<file path="config.mk">
export PLATFORM = sky130hd
export DESIGN_NAME = keccak_msg_feeder
export DESIGN_NICKNAME = d
export VERILOG_FILES = /design/src/rtl/keccak_msg_feeder.sv
export SDC_FILE = /design/constraint.sdc
export NUM_CORES = 1
export LEC_CHECK = 0
export CAP_MARGIN = 10
export CORE_UTILIZATION = 50
export DETAILED_ROUTE_END_ITERATION = 6
export GPL_ROUTABILITY_DRIVEN = 0
export HOLD_SLACK_MARGIN = 0.06
export MAX_ROUTING_LAYER = met4
export PLACE_DENSITY_LB_ADDON = 0.1
export SETUP_SLACK_MARGIN = 0.1
export SYNTH_ARGS = -nofsm -noshare
export SYNTH_HDL_FRONTEND = slang
export SYNTH_SLANG_ARGS = --single-unit
</file>
<file path="constraint.sdc">
create_clock -name clk -period 3.5 [get_ports clk]
set_clock_uncertainty 0.2 [all_clocks]
set_input_delay 0.7 -clock clk [delete_from_list [all_inputs] [get_ports clk]]
set_output_delay 0.7 -clock clk [all_outputs]
set_load 0.01 [all_outputs]
</file>
<file path="src/rtl/keccak_msg_feeder.sv">
// keccak_msg_feeder: packs a byte stream into big-endian 32-bit words
// and drives the keccak core input protocol (reset, words, padding hints).
//
// Ports:
//   clk, reset            clock, synchronous active-high reset
//   s_byte/s_valid/s_last message byte stream; s_empty marks a
//   s_empty/s_ready       zero-length message together with s_last
//   core_reset            per-message core reset (also follows reset)
//   core_in               word to core, first byte in [31:24]
//   core_in_ready         core_in valid
//   core_is_last          final word of the message
//   core_byte_num         valid bytes in the final word (0..3)
//   core_buffer_full      core backpressure
//   core_out_ready        core digest valid
//   busy, done            message in progress / digest-ready pulse
//   byte_count            bytes accepted for the current message
module keccak_msg_feeder #(
  parameter int CLR_CYCLES = 1,
  parameter int LEN_W      = 16
) (
  input  logic             clk,
  input  logic             reset,
  input  logic [7:0]       s_byte,
  input  logic             s_valid,
  input  logic             s_last,
  input  logic             s_empty,
  output logic             s_ready,
  output logic             core_reset,
  output logic [31:0]      core_in,
  output logic             core_in_ready,
  output logic             core_is_last,
  output logic [1:0]       core_byte_num,
  input  logic             core_buffer_full,
  input  logic             core_out_ready,
  output logic             busy,
  output logic             done,
  output logic [LEN_W-1:0] byte_count
);

  localparam int CW = (CLR_CYCLES > 1) ? $clog2(CLR_CYCLES) : 1;
  localparam logic [CW-1:0] CLR_LAST = CW'(CLR_CYCLES - 1);

  typedef enum logic [2:0] {
    S_IDLE,
    S_CLR,
    S_COLLECT,
    S_PRESENT,
    S_PRESENT_LAST,
    S_WAIT,
    S_DONE
  } state_t;

  state_t state, state_nx;

  logic [31:0]      word_q;
  logic [1:0]       k_q;
  logic [1:0]       bnum_q;
  logic             pad_q;
  logic [CW-1:0]    clr_q;
  logic [LEN_W-1:0] cnt_q;

  logic take;
  logic consume;
  logic clr_end;

  assign take    = s_valid & s_ready;
  assign consume = core_in_ready & ~core_buffer_full;
  assign clr_end = (clr_q == CLR_LAST);

  always_ff @(posedge clk) begin
    if (reset) state <= S_IDLE;
    else       state <= state_nx;
  end

  always_comb begin
    state_nx      = state;
    s_ready       = 1'b0;
    core_in_ready = 1'b0;
    core_is_last  = 1'b0;
    core_byte_num = 2'd0;
    busy          = 1'b0;
    done          = 1'b0;
    core_reset    = reset;
    core_in       = word_q;
    byte_count    = cnt_q;
    case (state)
      S_IDLE: begin
        if (s_valid) state_nx = S_CLR;
      end
      S_CLR: begin
        busy       = 1'b1;
        core_reset = 1'b1;
        if (clr_end) state_nx = S_COLLECT;
      end
      S_COLLECT: begin
        busy    = 1'b1;
        s_ready = 1'b1;
        if (take) begin
          if (s_last && s_empty)
            state_nx = S_PRESENT_LAST;
          else if (s_last)
            state_nx = (k_q == 2'd3) ? S_PRESENT : S_PRESENT_LAST;
          else if (k_q == 2'd3)
            state_nx = S_PRESENT;
        end
      end
      S_PRESENT: begin
        busy          = 1'b1;
        core_in_ready = 1'b1;
        if (consume)
          state_nx = pad_q ? S_PRESENT_LAST : S_COLLECT;
      end
      S_PRESENT_LAST: begin
        busy          = 1'b1;
        core_in_ready = 1'b1;
        core_is_last  = 1'b1;
        core_byte_num = bnum_q;
        if (consume) state_nx = S_WAIT;
      end
      S_WAIT: begin
        busy = 1'b1;
        if (core_out_ready) state_nx = S_DONE;
      end
      S_DONE: begin
        done     = 1'b1;
        state_nx = S_IDLE;
      end
      default: state_nx = S_IDLE;
    endcase
  end

  always_ff @(posedge clk) begin
    if (reset) begin
      word_q <= '0;
      k_q    <= '0;
      bnum_q <= '0;
      pad_q  <= 1'b0;
      clr_q  <= '0;
      cnt_q  <= '0;
    end else begin
      case (state)
        S_IDLE: begin
          if (s_valid) begin
            word_q <= '0;
            k_q    <= '0;
            bnum_q <= '0;
            pad_q  <= 1'b0;
            clr_q  <= '0;
            cnt_q  <= '0;
          end
        end
        S_CLR: begin
          if (!clr_end) clr_q <= clr_q + 1'b1;
        end
        S_COLLECT: begin
          if (take) begin
            if (s_last && s_empty) begin
              // close the message without this byte
              bnum_q <= k_q;
              if (k_q == 2'd0) word_q <= '0;
            end else begin
              case (k_q)
                2'd0: word_q <= {s_byte, 24'h0};
                2'd1: word_q[23:16] <= s_byte;
                2'd2: word_q[15:8]  <= s_byte;
                default: word_q[7:0] <= s_byte;
              endcase
              k_q <= k_q + 2'd1;
              if (cnt_q != '1) cnt_q <= cnt_q + 1'b1;
              if (s_last) begin
                // a full final word still needs an empty pad word
                bnum_q <= k_q + 2'd1;
                pad_q  <= (k_q == 2'd3);
              end
            end
          end
        end
        S_PRESENT: begin
          if (consume && pad_q) begin
            word_q <= '0;
            bnum_q <= '0;
            pad_q  <= 1'b0;
          end
        end
        default: ;
      endcase
    end
  end

endmodule
</file>
==> results of run 1 <==
where the power goes:
group | internal [mW] | switching [mW]
Combinational | 0.124 | 0.183
Sequential | 0.651 | 0.0210
Clock | 0.143 | 0.214
metrics by stage:
| step | hold slack (ns) | area (sq um) | setup slack (ns) | cells |
|---|---|---|---|---|
| after floorplan | 0.2686 | 2651 | 1.325 | 304 |
| after global placement | 0.2385 | 3361 | 0.6653 | 428 |
| after detailed placement | 0.2464 | 3361 | 0.5868 | 428 |
| after CTS | 0.2589 | 3451 | 0.4482 | 436 |
| after global routing | 0.2781 | 3451 | 0.3615 | 436 |
| final | 0.2568 | 3451 | 0.4582 | 436 |
state kept, by name, indices dropped and copies added (netlist names):
register,count
bnum_q,2
byte_count,16
core_in,32
k_q,2
pad_q,1
state,3
path summary, 6_finish.rpt:
check                                             start                     endpoint  slack, ns
worst max-delay path              state[1]$_SDFFE_PP0P_                      s_ready       0.46
worst min-delay path            core_in[5]$_SDFFE_PP0P_      core_in[5]$_SDFFE_PP0P_       0.26
worst max register to register    state[2]$_SDFFE_PP0P_  byte_count[11]$_SDFFE_PP0P_       1.02
worst min register to register  core_in[5]$_SDFFE_PP0P_      core_in[5]$_SDFFE_PP0P_       0.26
worst register-to-register path, cell delays in order (launching register included):
cell and delay [ns]:
dfxtp_1 0.64, or3b_1 0.41, inv_6 0.10, and4_1 0.32, a211oi_4 0.38, a31oi_1 0.14, a41o_1 0.22
layout make-up:
class	instances	area, sq um	area share
sequential	56	1121	0.3249
tap	70	87.58	0.02538
multi-input combinational	218	1383	0.4007
inverter	11	46.29	0.01342
timing repair buffer	73	723.2	0.2096
clock inverter	3	21.27	0.006164
clock buffer	5	68.82	0.01994
per-layer routing:
layer	global-route usage	share of wire	vias to the layer above
li1	-	-	1211
met3	0.04150	0.054	7
met5	-	0	-
met4	0.08176	0.014	0
met1	0.3168	0.47	1131
met2	0.3423	0.46	85
cells by family (layout without fill, tap and decap cells):
kind of cell	Yosys count	count (layout)	synth area share
buffers and inverters	30	92	0.05569
AOI/OAI and AO/OA	82	82	0.2209
muxes	3	3	0.01180
and+or+nand+nor	118	118	0.2322
adders and majority gates	5	5	0.02360
DFF	56	56	0.4228
xor gates and xnor gates	10	10	0.03303
synth_stat cells, drive strengths merged (5+ instances only):
library cell,n
dfxtp,56
a21oi,34
nand3,28
nand2,23
nor2,23
a22o,16
nand2b,12
inv,11
clkbuf,10
and3,9
buf,9
o21ai,8
xnor2,6
and4,5
ha,5
nand4,5
==> results.md, run 1 <==
* Post-synth ARST share at 0
* DRT iter0 DRCs at between 150 and 200
* Power per cell area at between 300 and 400 nW/um^2
* Levels on crit path at 3
* Post-route DRC at 0
* Biggest cell delay along the critical path at 0.57 ns
* Worst Max-Slew Pin Slew at between 0.5 and 0.6 ns
* # hold bufs at CTS at 0
* Largest net degree at the start of global routing at 32
* Post-CTS Resized at 0
* Via density at 5.583
* Synth top area cells: dfxtp_1 42%, a21oi_1 5.5%, a22o_1 5.3%
* Maximum vdd ir drop at between 0.0002 and 0.0003 V
* Worst Path Class, Setup: flip-flop to output pin
* RSZ-0062 raised after global routing: no
* Clock transition at path regs at approximately 0.10 ns
* Chip width at 74.82 um
* Synth cell types at 49
* # Post-CTS Setup Buffers at 0
* Worst Path Arrival at approximately 2.1 ns
* Setup Viol. Count Final at 0
* Root Buffer: clkbuf_8
* Core footprint at roughly 5000 sq um
* #FFs+latches synth at between 50 and 60
* Most frequent cells in the layout: 70 x clkdlybuf4s50_1, 56 x dfxtp_1, 29 x a21oi_1, 28 x nand3_1, 23 x nand2_1
* Antenna viol nets, final at 0
* Fin. Hold Viols at 0
* Bufs and invs on worst path at 2
* Die area at approximately 5600 sq um
* Layout cell share with drive strength beyond 1 at 0.06831
* Global route overflow at 0
* Worst EP required at approximately 2.6 ns
* Power Total at between 1 and 1.5 mW
* Gate Count Post-Synth at a little over 300
* First-pass GRT wire length at around 9600 um
* WL final at roughly 6000 um
* Rows at 26
* Fillcell total at between 400 and 500
* Post-detailed-placement half-perimeter wirelength at about 4400 um
* HP Class: flip-flop to flip-flop
* Commonest non-fill, non-tap cell in the layout: clkdlybuf4s50_1
* First drt pass iteration count at 5
* Fmax at approximately 0.33 GHz
* N_diodes at 0
* Syn nets at between 300 and 400
* Status: finished, final reports clean
* Avg WL per Cell at between 10 and 15 um
* TNS Setup at 0 ns
* # H-tree levels at 2
* Clk sinks at 56
* Hold Crit Depth at 2
* Yosys Warn Count at 0
* Largest area contributor in the netlist: dfxtp_1
* Initial core utilization at 0.5191
* Synth top area share at 0.4228
* Worst rel slew slack at 0.6230
* Clock Latency Late Sink at ~0.31 ns
* Syn Std Cell Area at approximately 2700 sq um
* Port Buffers at 70
* Clock Path Buffers at 2
* Layout area overhead at 30.16%
* Max-cap violations at 0
* Height of the die at around 75 um
* Critical path endpoint category: output pin
* Leakage Power at approximately 1.2 nW
* Fin nets at 385
* TritonCTS Buffers at 5
* CTS tree: built
* Worst Setup Start Kind: flip-flop
* Period utilisation layout at 0.8691
* Slew Viols, Final at 0
* Worst path slowest cell: dfxtp_1
* CP Cell Sequence: or3b_1, inv_6, clkdlybuf4s50_1
* Initial antenna violation count at 0
* Post-synth EDFFs at 0
* Overall Global Routing Usage at 0.2313
* Post-layout min period at 3.042 ns
* Synth Area per Inst at around 8.7 sq um
* Vias in the first global route at a little over 2,000
* Predominant post-synthesis flop cell: dfxtp_1
* Total number of vias at about 2,400
* CP top delay family: buffers and inverters
* Reg2reg path depth at 6
* CP max FO at 13
* Layout Utilization at 0.6756
* IO Count at around 70
* Sequential area share after synthesis at 0.4228
No activity file was read; power rests on OpenSTA's default activity.
==> run 2, diff against run 1 <==
- clock period: 3.5 -> 3.55 ns (I/O delays scaled with it)
==> run 2 against run 1 <==
Effect of this change: clock-buffer cell count unchanged; sequential share of layout area down 0.059 points; setup slack better by 0.035 ns; sequential power down 1%; worst hold slack better by 0.0054 ns; register-to-register slack better by 0.08 ns; final area up 0.18%; critical endpoint unchanged; total power down 0.19%; routed wire length up 1.1%; largest cell class unchanged.
==> results.md, run 2 (same netlist as run 1, synthesis figures left out) <==
* Rows at 26 (unchanged)
* Worst Setup Start Kind: flip-flop (unchanged)
* Clk sinks at 56 (unchanged)
* Global route overflow at 0 (unchanged)
* Height of the die at 74.82 um (unchanged)
* Fin cells at 436 (unchanged)
* Most frequent cells in the layout: 70 x clkdlybuf4s50_1, 56 x dfxtp_1, 29 x a21oi_1, 28 x nand3_1, 23 x nand2_1 (unchanged)
* Vias in the first global route at 2,058 (was 2,030)
* IO Count at 71 (unchanged)
* Fmax at 0.3271 GHz
* FF-to-FF Start: state[2]$_SDFFE_PP0P_ (unchanged)
* Max-cap violations at 0 (unchanged)
* Core footprint at 5107 sq um (unchanged)
* Worst EP required at 2.64 ns (was 2.60 ns)
* First-pass GRT wire length at 9666 um (was 9563 um)
* Clock transition at path regs at 0.10 ns (about the same)
* N_diodes at 0 (unchanged)
* Clock Path Buffers at 2 (unchanged)
* CP max FO at 13 (unchanged)
* Antenna viol nets, final at 0 (unchanged)
* Fin area at 3457 sq um (was 3451 sq um)
* Slack of the critical path at 0.4929 ns (was 0.4582 ns)
* Placed insts at 428 (unchanged)
* Post-detailed-placement half-perimeter wirelength at 4534 um (was 4448 um)
* Overall Global Routing Usage at 0.2307 (was 0.2313)
* Largest net degree at the start of global routing at 32 (unchanged)
* Pre-CTS setup slack at 0.5912 ns (was 0.5868 ns)
* Total number of vias at 2,408 (was 2,434)
* Root Buffer: clkbuf_8 (unchanged)
* Power Total at 1.333 mW (was 1.336 mW)
* HP Class: flip-flop to flip-flop (unchanged)
* Post-CTS Resized at 0 (unchanged)
* Slew Viols, Final at 0 (unchanged)
* Placed cell area at 3361 sq um (unchanged)
* TNS Setup at 0 ns (unchanged)
* Reg2reg path depth at 6 (unchanged)
* Initial core utilization at 0.5191 (unchanged)
* # hold bufs at CTS at 0 (unchanged)
* Chip width at 74.82 um (unchanged)
* RSZ-0062 raised after global routing: no (unchanged)
* Post-route DRC at 0 (unchanged)
* Clock Latency Late Sink at 0.31 ns (about the same)
* Period utilisation layout at 0.8611
* Commonest non-fill, non-tap cell in the layout: clkdlybuf4s50_1 (unchanged)
* Fin. Hold Viols at 0 (unchanged)
* Layout Utilization at 0.6769 (was 0.6756)
* CP endpoint: s_ready (unchanged)
* First drt pass iteration count at 4 (was 5)
* Leakage Power at 1.229 nW (was 1.227 nW)
* Worst Max-Slew Pin Slew at 0.5753 ns (was 0.5622 ns)
* Post-layout min period at a little over 3 ns
* Port Buffers at 70 (unchanged)
* Power per cell area at 385.7 nW/um^2 (was 387.1 nW/um^2)
* # Post-CTS Setup Buffers at 0 (unchanged)
* CTS tree: built (unchanged)
* Hold slack at 0.2622 ns (was 0.2568 ns)
* Worst Path Arrival at 2.15 ns (was 2.14 ns)
* Reg2reg end: byte_count[11]$_SDFFE_PP0P_ (unchanged)
* Hold Crit Depth at 2 (unchanged)
* DRT iter0 DRCs at 124 (was 161)
* Max reg flops at 32 (unchanged)
* R2R setup slack at 1.10 ns (was 1.02 ns)
* Fin nets at 385 (unchanged)
* Critical path endpoint category: output pin (unchanged)
* Die area at 5598 sq um (unchanged)
* Via density at 5.523 (was 5.583)
* # H-tree levels at 2 (unchanged)
* Layout area overhead at 30.39% (was 30.16%)
* Critical path startpoint: state[1]$_SDFFE_PP0P_ (unchanged)
* Maximum vdd ir drop at 0.0002618 V (was 0.0002923 V)
* Status: finished, final reports clean (unchanged)
* TritonCTS Buffers at 5 (unchanged)
* WL final at 6189 um (was 6119 um)
* Fillcell total at 449 (was 446)
* Layout cell share with drive strength beyond 1 at 0.06831 (unchanged)
* Avg WL per Cell at 14.19 um (was 14.03 um)
* Worst Path Class, Setup: flip-flop to output pin (unchanged)
* Worst rel slew slack at 0.6142 (was 0.6230)
* Initial antenna violation count at 0 (unchanged)
* Setup Viol. Count Final at 0 (unchanged)
==> run 2: cell count changes in the layout (fill, tap and decap cells not counted) <==
cell,delta
clkinv_2,-1
clkinv_4,+1
inv_6,-1
inv_8,+1
==> run 2: layer usage <==
layer,routed length [um],global-route usage
met5,0,-
met4,71,0.06709
met3,342,0.04284
met2,2921,0.3704
met1,2853,0.2966
==> run 2: final cells by class <==
type | instances | area, sq um | area share
multi-input cells | 218 | 1383 | 0.3999
flip-flops and latches | 56 | 1121 | 0.3243
repair buffers | 73 | 723.2 | 0.2092
well taps | 70 | 87.58 | 0.02533
clock buffers | 5 | 68.82 | 0.01991
inverters | 11 | 46.29 | 0.01339
clock inverters | 3 | 27.53 | 0.007962
==> run 2: power breakdown <==
part	switching, mW	leakage [nW]	internal (mW)
Combinational	0.181	0.731	0.122
Clock	0.222	0.0463	0.145
Sequential	0.0204	0.452	0.642
Total	0.423	1.23	0.910
==> run 2: how the worst min path moves through the flow <==
stage	from	to	slack [ns]
floorplan	bnum_q[1]$_SDFFE_PP0P_	bnum_q[1]$_SDFFE_PP0P_	0.27
detailed placement	core_in[3]$_SDFFE_PP0P_	core_in[3]$_SDFFE_PP0P_	0.25
global route	core_in[0]$_SDFFE_PP0P_	core_in[0]$_SDFFE_PP0P_	0.28
CTS	core_in[3]$_SDFFE_PP0P_	core_in[3]$_SDFFE_PP0P_	0.26
global placement	core_in[6]$_SDFFE_PP0P_	core_in[6]$_SDFFE_PP0P_	0.24
finish	core_in[0]$_SDFFE_PP0P_	core_in[0]$_SDFFE_PP0P_	0.26
==> run 2: critical path, stage by stage (launching register included) <==
cell and delay, ns:
dfxtp_1 0.57, or3b_1 0.56, inv_6 0.16, clkdlybuf4s50_1 0.55
==> run 3, diff against run 2 <==
- CORE_ASPECT_RATIO: unset -> 1.4
- RECOVER_POWER: unset -> 25
==> run 3 against run 2 <==
Effect of this change: clock-buffer cell count did not move; via count is 2.2% higher; utilization decreased by 0.51 points; global-route usage is 1.9 points higher; critical endpoint unchanged; combinational power down 6%.
==> results.md, run 3 (same netlist as run 1, synthesis figures left out) <==
* Clk sinks at 56 (unchanged)
* Psw at 0.4169 mW (was 0.4233 mW)
* Worst Max-Slew Pin Slew at 0.5454 ns (was 0.5753 ns)
* HP Class: flip-flop to flip-flop (unchanged)
* First-pass GRT wire length at 10,670 um (was 9666 um)
* Vias in the first global route at 2,231 (was 2,058)
* Int Power at 0.9013 mW (was 0.9099 mW)
* GR met3 Demand/Resource at 0.05208 (was 0.04284)
* Die area at 5602 sq um (was 5598 sq um)
* IO Count at 71 (unchanged)
* Rows at 31 (was 26)
* Worst EP required at 2.64 ns (about the same)
* Via density at 5.708 (was 5.523)
* Post-route DRC at 0 (unchanged)
* TritonCTS Buffers at 5 (unchanged)
* Root Buffer: clkbuf_8 (unchanged)
* Worst Path Arrival at 2.16 ns (was 2.15 ns)
* Clock transition at path regs at 0.11 ns (was 0.10 ns)
* Grt peak-use layer: met2 (unchanged)
* Clk pwr share at 0.272 (was 0.276)
* Core footprint at 5120 sq um (was 5107 sq um)
* RSZ-0062 raised after global routing: no (unchanged)
* Avg WL per Cell at 15.03 um (was 14.19 um)
* # Post-CTS Setup Buffers at 0 (unchanged)
* Overall Global Routing Usage at 0.2499 (was 0.2307)
* DRT iter0 DRCs at 125 (was 124)
* Critical path endpoint category: output pin (unchanged)
* Met1 GRT Util at 0.2711 (was 0.2966)
* Height of the die at 88.16 um (was 74.82 um)
* Placed cell area at 3348 sq um (was 3361 sq um)
* Most frequent cells in the layout: 56 x dfxtp_1, 42 x clkdlybuf4s50_1, 29 x a21oi_1, 28 x nand3_1, 28 x dlygate4sd3_1 (was 70 x clkdlybuf4s50_1, 56 x dfxtp_1, 29 x a21oi_1, 28 x nand3_1, 23 x nand2_1)
* Hold Crit Depth at 2 (unchanged)
* Max-cap violations at 0 (unchanged)
* Layout cell share with drive strength beyond 1 at 0.06575 (was 0.06831)
* Post-CTS Resized at 0 (unchanged)
* Clock Path Buffers at 2 (unchanged)
* Commonest non-fill, non-tap cell in the layout: dfxtp_1 (was clkdlybuf4s50_1)
* R2R setup slack at 1.01 ns (was 1.10 ns)
* Fin. Hold Viols at 0 (unchanged)
* Worst Setup Start Kind: flip-flop (unchanged)
* First drt pass iteration count at 4 (unchanged)
* FF-to-FF Start: state[0]$_SDFFE_PP0P_ (was state[2]$_SDFFE_PP0P_)
* WL final at 6477 um (was 6189 um)
* Period utilisation layout at 0.8657 (was 0.8611)
* Worst Path Class, Setup: flip-flop to output pin (unchanged)
* Post-layout min period at 3.073 ns (was 3.057 ns)
* CP max FO at 13 (unchanged)
* Chip width at 63.55 um (was 74.82 um)
* Global route overflow at 0 (unchanged)
* Fin area at 3440 sq um (was 3457 sq um)
* WHS Endpoint: core_in[5]$_SDFFE_PP0P_ (was core_in[0]$_SDFFE_PP0P_)
* Fin nets at 384 (was 385)
* Port Buffers at 70 (unchanged)
* Post-detailed-placement half-perimeter wirelength at 4773 um (was 4534 um)
* Slew Viols, Final at 0 (unchanged)
* Setup Viol. Count Final at 0 (unchanged)
* Layout area overhead at 29.73% (was 30.39%)
* N_diodes at 0 (unchanged)
* Met2 GRT Util at 0.4516 (was 0.3704)
* Sw frac at 0.3163 (was 0.3175)
* Initial core utilization at 0.5178 (was 0.5191)
* Initial antenna violation count at 0 (unchanged)
* Fillcell total at 465 (was 449)
* Reg2reg end: byte_count[11]$_SDFFE_PP0P_ (unchanged)
* Max reg flops at 32 (unchanged)
* Register share of total power at 0.512 (was 0.497)
* CTS tree: built (unchanged)
* Power per cell area at 383.2 nW/um^2 (was 385.7 nW/um^2)
* Largest net degree at the start of global routing at 32 (unchanged)
* Leakage Power at 1.326 nW (was 1.229 nW)
* # hold bufs at CTS at 0 (unchanged)
* TNS Setup at 0 ns (unchanged)
* Maximum vdd ir drop at 0.0002528 V (was 0.0002618 V)
* Antenna viol nets, final at 0 (unchanged)
* Reg2reg path depth at 6 (unchanged)
* # H-tree levels at 2 (unchanged)
* Total number of vias at 2,460 (was 2,408)
* Fmax at 0.3254 GHz (was 0.3271 GHz)
* Comb pwr share at 0.216 (was 0.227)
* Status: finished, final reports clean (unchanged)
* Hold wc startpoint: core_in[5]$_SDFFE_PP0P_ (was core_in[0]$_SDFFE_PP0P_)
* Worst rel slew slack at 0.6343 (was 0.6142)
* Clock Latency Late Sink at 0.31 ns (about the same)
## run 3: routing by layer
| layer | part of all wire | vias up |
|---|---|---|
| li1 | - | 1209 |
| met1 | 0.41 | 1173 |
| met2 | 0.53 | 69 |
| met3 | 0.050 | 9 |
| met4 | 0.016 | 0 |
| met5 | 0 | - |
## run 3: metrics by stage
| step | std cells | setup WS, ns | util | total power, mW | hold WS (ns) |
|---|---|---|---|---|---|
| final | 431 | 0.4768 | 0.6718 | 1.318 | 0.2533 |
| after global routing | 431 | 0.3681 | 0.6718 | 1.387 | 0.2744 |
| after CTS | 431 | 0.4694 | 0.6718 | 1.330 | 0.2610 |
| after detailed placement | 423 | 0.5774 | 0.6540 | 0.9761 | 0.2456 |
| after global placement | 423 | 0.6280 | 0.6540 | 0.9731 | 0.2446 |
| after floorplan | 304 | 1.365 | - | 0.8846 | 0.2686 |
## run 3: worst max path at each step
stage,from,endpoint,slack [ns]
after global placement,core_buffer_full,core_in[27]$_SDFFE_PP0P_,0.63
final,state[1]$_SDFFE_PP0P_,s_ready,0.48
after floorplan,state[2]$_SDFFE_PP0P_,core_in_ready,1.37
after global routing,state[1]$_SDFFE_PP0P_,s_ready,0.37
after detailed placement,core_buffer_full,core_in[27]$_SDFFE_PP0P_,0.58
after CTS,state[1]$_SDFFE_PP0P_,s_ready,0.47
## run 3: power groups by stage
stage | logic [mW] | clock network [mW] | registers, mW
5_1_grt | 0.317 | 0.389 | 0.681
3_5_place_dp | 0.286 | 0 | 0.690
4_1_cts | 0.287 | 0.368 | 0.675
6_report | 0.285 | 0.358 | 0.675
3_3_place_gp | 0.284 | 0 | 0.689
2_1_floorplan | 0.216 | 0 | 0.669
## run 3: cell type report
class / count / area, sq um / share of cell area
clock buffer: 5 / 68.82 / 0.02001
inverter: 11 / 46.29 / 0.01346
clock inverter: 3 / 22.52 / 0.006548
multi-input combinational: 218 / 1383 / 0.4020
sequential: 56 / 1121 / 0.3259
tap: 66 / 82.58 / 0.02401
timing repair buffer: 72 / 715.7 / 0.2081
## run 3: worst max-delay path, stage by stage (launching register included)
cell and delay (ns):
dfxtp_1 0.57, or3b_1 0.57, inv_6 0.17, clkdlybuf4s50_1 0.55
